--- src/rtl/ram_port_arbiter.sv ---
// Two-requester arbiter onto one single-port RAM: bounded bursts, in-order read return routing.
// Define RAM_ARB_ROUND_ROBIN_EN to make simultaneous requests from IDLE alternate between requesters.
module ram_port_arbiter #(
   parameter int unsigned ADDR_WIDTH    = 5,
   parameter int unsigned DATA_WIDTH    = 32,
   parameter int unsigned READ_LANTENCY = 3,
   parameter int unsigned BURST_LEN     = 4
) (
   input  logic                  i_clk,
   input  logic                  i_rst,
   input  logic                  i_req0,
   input  logic                  i_req1,
   input  logic                  i_we0,
   input  logic                  i_we1,
   input  logic [ADDR_WIDTH-1:0] i_addr0,
   input  logic [ADDR_WIDTH-1:0] i_addr1,
   input  logic [DATA_WIDTH-1:0] i_din0,
   input  logic [DATA_WIDTH-1:0] i_din1,
   output logic                  o_gnt0,
   output logic                  o_gnt1,
   output logic                  o_rvalid0,
   output logic                  o_rvalid1,
   output logic [DATA_WIDTH-1:0] o_rdata,
   output logic                  o_ram_en,
   output logic                  o_ram_we,
   output logic [ADDR_WIDTH-1:0] o_ram_addr,
   output logic [DATA_WIDTH-1:0] o_ram_din,
   input  logic [DATA_WIDTH-1:0] i_ram_dout
);
   localparam int unsigned CNT_W = $clog2(BURST_LEN + 1);
   localparam int unsigned LAST  = READ_LANTENCY - 1;

   typedef enum logic [1:0] {IDLE, OWN0, OWN1} state_e;

   state_e                  state_q;
   logic [CNT_W-1:0]        cnt_q;
   logic [CNT_W-1:0]        cnt_inc;
   logic                    burst_done;
   logic                    pick0;
   logic                    ram_en_q;
   logic                    ram_we_q;
   logic                    ram_id_q;
   logic [ADDR_WIDTH-1:0]   ram_addr_q;
   logic [DATA_WIDTH-1:0]   ram_din_q;
   logic [READ_LANTENCY-1:0] pv_q;
   logic [READ_LANTENCY-1:0] pid_q;
   logic [DATA_WIDTH-1:0]   rdata_q;

   assign o_gnt0     = (state_q == OWN0) & i_req0;
   assign o_gnt1     = (state_q == OWN1) & i_req1;
   assign cnt_inc    = cnt_q + CNT_W'(1);
   assign burst_done = (cnt_inc == CNT_W'(BURST_LEN));

`ifdef RAM_ARB_ROUND_ROBIN_EN
   logic last_q;

   // Remembers who made the most recent transfer; starts at 1 so requester 0 wins first.
   always_ff @(posedge i_clk or posedge i_rst) begin
      if (i_rst) begin
         last_q <= 1'b1;
      end else if (o_gnt0) begin
         last_q <= 1'b0;
      end else if (o_gnt1) begin
         last_q <= 1'b1;
      end
   end

   assign pick0 = i_req0 & (~i_req1 | last_q);
`else
   assign pick0 = i_req0;
`endif

   // Ownership FSM; the counter only advances on transfers and clears on every hand-over.
   always_ff @(posedge i_clk or posedge i_rst) begin
      if (i_rst) begin
         state_q <= IDLE;
         cnt_q   <= '0;
      end else begin
         unique case (state_q)
            IDLE: begin
               cnt_q <= '0;
               if (pick0) begin
                  state_q <= OWN0;
               end else if (i_req1) begin
                  state_q <= OWN1;
               end
            end
            OWN0: begin
               if (!i_req0) begin
                  cnt_q   <= '0;
                  state_q <= i_req1 ? OWN1 : IDLE;
               end else if (burst_done) begin
                  cnt_q <= '0;
                  if (i_req1) begin
                     state_q <= OWN1;
                  end
               end else begin
                  cnt_q <= cnt_inc;
               end
            end
            OWN1: begin
               if (!i_req1) begin
                  cnt_q   <= '0;
                  state_q <= i_req0 ? OWN0 : IDLE;
               end else if (burst_done) begin
                  cnt_q <= '0;
                  if (i_req0) begin
                     state_q <= OWN0;
                  end
               end else begin
                  cnt_q <= cnt_inc;
               end
            end
            default: begin
               state_q <= IDLE;
               cnt_q   <= '0;
            end
         endcase
      end
   end

   // RAM command register: one command per transfer edge, issued the following cycle.
   always_ff @(posedge i_clk or posedge i_rst) begin
      if (i_rst) begin
         ram_en_q   <= 1'b0;
         ram_we_q   <= 1'b0;
         ram_id_q   <= 1'b0;
         ram_addr_q <= '0;
         ram_din_q  <= '0;
      end else begin
         ram_en_q <= o_gnt0 | o_gnt1;
         ram_we_q <= (o_gnt0 & i_we0) | (o_gnt1 & i_we1);
         ram_id_q <= o_gnt1;
         if (o_gnt1) begin
            ram_addr_q <= i_addr1;
            ram_din_q  <= i_din1;
         end else if (o_gnt0) begin
            ram_addr_q <= i_addr0;
            ram_din_q  <= i_din0;
         end
      end
   end

   // Read tracker: (valid, id) follows each issued read so returns route to their owner in order.
   always_ff @(posedge i_clk or posedge i_rst) begin
      if (i_rst) begin
         pv_q    <= '0;
         pid_q   <= '0;
         rdata_q <= '0;
      end else begin
         pv_q[0]  <= ram_en_q & ~ram_we_q;
         pid_q[0] <= ram_id_q;
         for (int i = 1; i < READ_LANTENCY; i++) begin
            pv_q[i]  <= pv_q[i-1];
            pid_q[i] <= pid_q[i-1];
         end
         if (pv_q[LAST]) begin
            rdata_q <= i_ram_dout;
         end
      end
   end

   assign o_ram_en   = ram_en_q;
   assign o_ram_we   = ram_we_q;
   assign o_ram_addr = ram_addr_q;
   assign o_ram_din  = ram_din_q;
   assign o_rvalid0  = pv_q[LAST] & ~pid_q[LAST];
   assign o_rvalid1  = pv_q[LAST] & pid_q[LAST];
   // RAM data is only valid in the return cycle, so pass it through then and hold it afterwards.
   assign o_rdata    = pv_q[LAST] ? i_ram_dout : rdata_q;

endmodule

--- config.mk ---
export PLATFORM = sky130hd
export DESIGN_NAME = ram_port_arbiter
export DESIGN_NICKNAME = d
export VERILOG_FILES = /design/src/rtl/ram_port_arbiter.sv
export SDC_FILE = /design/constraint.sdc
export NUM_CORES = 1
export LEC_CHECK = 0
export BUFFER_PORTS_ARGS = -buffer_cell sky130_fd_sc_hd__buf_4
export CORE_ASPECT_RATIO = 0.75
export CORE_MARGIN = 2
export CORE_UTILIZATION = 41
export DETAILED_ROUTE_END_ITERATION = 10
export GPL_ROUTABILITY_DRIVEN = 0
export PLACE_DENSITY_LB_ADDON = 0.1
export SETUP_SLACK_MARGIN = 0.15
export SLEW_MARGIN = 5
export SYNTH_ARGS = -nofsm -noshare
export SYNTH_HDL_FRONTEND = slang
export SYNTH_SLANG_ARGS = --single-unit
--- constraint.sdc ---
create_clock -name i_clk -period 2.6 [get_ports i_clk]
set_input_delay 0.52 -clock i_clk [delete_from_list [all_inputs] [get_ports i_clk]]
set_output_delay 0.52 -clock i_clk [all_outputs]
set_load 0.02 [all_outputs]
==> flow_summary.yaml <==
worst_setup_path:
  rrSetupSlack_ns: 0.79
  reg2regPathDepth: 7
  slowest_stage: "mux2_2"
  path_class: "reg -> out"
  reg2reg_from: "state_q[0]"
  slowest_delay_ns: 0.40
  path_buf_inv: 2
  r2r_end: "o_ram_addr[1]"
  timing.critical_path.mode_cell: "buf_4"
  cpLargestDelayFamily: "buffers and inverters"
  crit_chain: "buf_4 -> mux2_2 -> buf_4"
  endpoint_kind: "primary output"
  worstPathMaxFanout: 34
  required_ns: 2.08
  crit_arrival_ns: 1.61
  cp-start-kind: "flop"
pwr:
  p_clk_frac: 0.180
  power_density_mw_per_mm2: 1240
  p_int_w: 0.00406
  ir_drop_mv: 0.594
  seq_power_share: 0.324
  switching_share: 0.381
  total_power_w: 0.00655
  pwr-share-comb: 0.496
  p_leak_nw: 2.59
  p_switching_w: 0.00250
global_routing:
  antenna_found_initial: 0
  grt.total_usage: 0.184
  grt_pass1_vias: 2718
  grt_max_degree: 67
  grt-ovfl-total: 0
  grt_pass1_wl_mm: 13.8
clock_network:
  clk-insertion-delay-late_ns: 0.33
  cts_setup_buffers: 0
  clk_path_buf_depth: 2
  clkSinkCount: 83
  hold_buffers: 0
  cts-resized-gates: 0
  numCtsBuffers: 9
  cts_tree: "built"
  cts.htree.levels: 3
  root_buffer: "clkbuf_16"
  clk_pin_slew_ns: 0.06
placed_design:
  dp_hpwl_mm: 6.23
  numPortBuffers: 186
synthesis:
  ys_seq_area_frac: 0.589
  synth_edf_count: 0
  ys_types: 28
  synth_largest_area_cell: "dfrtp_1"
  synthTopCellsByArea: "dfrtp_1 59%, mux2i_1 11%, mux2_2 10%, o21ai_0 4.4%, nand2_1 4.2%"
  avgSynthCellArea_um2: 12.6
  synth_ff_type: "dfrtp_1"
  syn_nets: 398
  synthCells: 279
  synth_top_area_share: 0.589
  synth.cell_area_mm2: 0.00352
  synth-seq-cells: 83
  postSynth.asyncResetShare: 1.00
  ys.warnings.count: 0
detailed_routing:
  drc: 0
  vias: 2691
  drt-pass1-iter-count: 4
  wl_per_cell_um: 14.5
  wl_mm: 8.37
  drt_iter0_markers: 121
  via_per_inst: 4.66
  ant_nets: 0
finish:
  drive_gt1_frac: 0.517
  num-nets-final: 584
  num_antenna_cells: 0
  fin_util: 0.628
  area_delta_synth_final_pct: 50.0
floorplan:
  fp-row-count: 29
  start_util: 0.419
  core_mm2: 0.00842
  die_w_um: 111
  die-area_mm2: 0.00936
  die_h_um: 84.3
  ioPinCount: 187
timing:
  final-max-slew-violation-count: 0
  setup_viol: 0
  fin_crit_sh: 0.819
  finalSetupTns_ns: 0
  clock_skew_ns: 0.00535
  hold_viol_final: 0
  relSlewSlack: 0.615
  layout_min_cycle_time_ns: 2.13
  worst_slew_pin_slew_ns: 0.576
  grt_setup_unrepaired: "no"
  max_freq_ghz: 0.470
min_path:
  hp-class: "in -> async"
run_status:
  outcome: "finished, final reports clean"
flow_run:
  max-cap-violations: 0
==> cell families after synthesis <==
kind of cell / count (synthesis) / synth area share
DFF: 83 / 0.589
muxes: 69 / 0.207
and+or+nand+nor: 49 / 0.0582
AOI/OAI and AO/OA: 48 / 0.0753
buffers and inverters: 23 / 0.0447
adders and majority gates: 7 / 0.0249
==> worst reg2reg max path, delay by kind of cell, from the launching register on <==
kind	cells	cell delay [ns]
multiplexers	1	0.24
buffers and inverters	3	0.64
AO/OA/AOI/OAI	1	0.10
AND/OR/NAND/NOR	1	0.08
flip-flops	1	0.41
adder cells (fa/ha/maj)	1	0.22
==> per-layer routing <==
metal,vias to the layer above,wire length [um],part of all wire,GRT usage
met1,1265,3630,0.43,0.236
met4,0,76,0.0091,0.0438
met5,-,0,0,0
met2,92,4050,0.48,0.303
met3,7,616,0.074,0.0671
li1,1327,-,-,-
==> layout by cell type, fill, tap and decap left out, drive strengths merged <==
cell type / netlist / layout
mux2i: 37 / 37
o21ai: 39 / 39
nand2b: 1 / 1
nor2b: 2 / 2
clkbuf: 3 / 12
o311a: 1 / 1
a22oi: 1 / 1
clkinvlp: 0 / 3
ha: 7 / 7
nand2: 40 / 40
clkinv: 0 / 2
dfrtp: 83 / 83
mux2: 32 / 32
nor2: 1 / 1
and3: 2 / 2
a22o: 1 / 1
a21boi: 1 / 1
o22a: 1 / 1
buf: 13 / 191
o31ai: 1 / 1
inv: 7 / 6
nand3: 1 / 1
a21oi: 3 / 3
and2: 2 / 2
==> power groups by stage <==
| stage | logic (W) | registers (W) | clock network (W) |
|---|---|---|---|
| floorplan | 0.00164 | 0.00245 | 0 |
| global placement | 0.00323 | 0.00211 | 0 |
| detailed placement | 0.00329 | 0.00214 | 0 |
| CTS | 0.00329 | 0.00213 | 0.00122 |
| global route | 0.00351 | 0.00219 | 0.00127 |
| finish | 0.00325 | 0.00212 | 0.00118 |
==> worst max path at each step <==
stage | cells after the start | end | start | slack, ns
2_1_floorplan | 6 | o_gnt1 | state_q[0] | 0.95
3_3_place_gp | 7 | o_ram_din[0] | state_q[0] | 0.83
3_5_place_dp | 7 | o_ram_addr[1] | state_q[0] | 0.78
4_1_cts | 3 | o_rdata[4] | pv_q[2] | 0.45
5_1_grt | 5 | o_gnt1 | state_q[0] | 0.39
6_report | 3 | o_rdata[27] | pv_q[2] | 0.47
==> sequential cells by signal (all words and copies together), names as in the netlist <==
register / count
cnt_q: 3
o_ram_addr: 5
o_ram_din: 32
o_ram_en: 1
o_ram_we: 1
pid_q: 3
pv_q: 3
ram_id_q: 1
rdata_q: 32
state_q: 2
==> synth_stat cells (2+ instances only) <==
library cell and number:
inv_1 5, and2_1 2, buf_6 2, inv_2 2, nand2_1 39, buf_4 5
ha_1 7, and3_1 2, clkbuf_1 3, mux2i_1 37, buf_12 2, dfrtp_1 83
buf_2 4, mux2_2 32, a21oi_1 3, nor2b_1 2, o21ai_0 31, o21ai_1 8
==> cell type report <==
cell class / count / area, um^2
Clock buffer: 12 / 256
Inverter: 7 / 30.0
Tap cell: 108 / 135
Fill cell: 692 / 3130
Timing Repair Buffer: 191 / 1470
Multi-Input combinational cell: 173 / 1290
Clock inverter: 4 / 25.0
Sequential cell: 83 / 2080
==> stage by stage <==
step	setup slack (ns)	cell area, um^2	cells	hold WS, ns
2_1_floorplan	0.952	3530	279	0.331
6_report	0.472	5280	578	0.255
4_1_cts	0.448	5280	578	0.254
5_1_grt	0.385	5280	578	0.283
3_3_place_gp	0.834	5000	562	0.335
3_5_place_dp	0.775	5000	562	0.336
No activity file was read; power rests on OpenSTA's default activity.
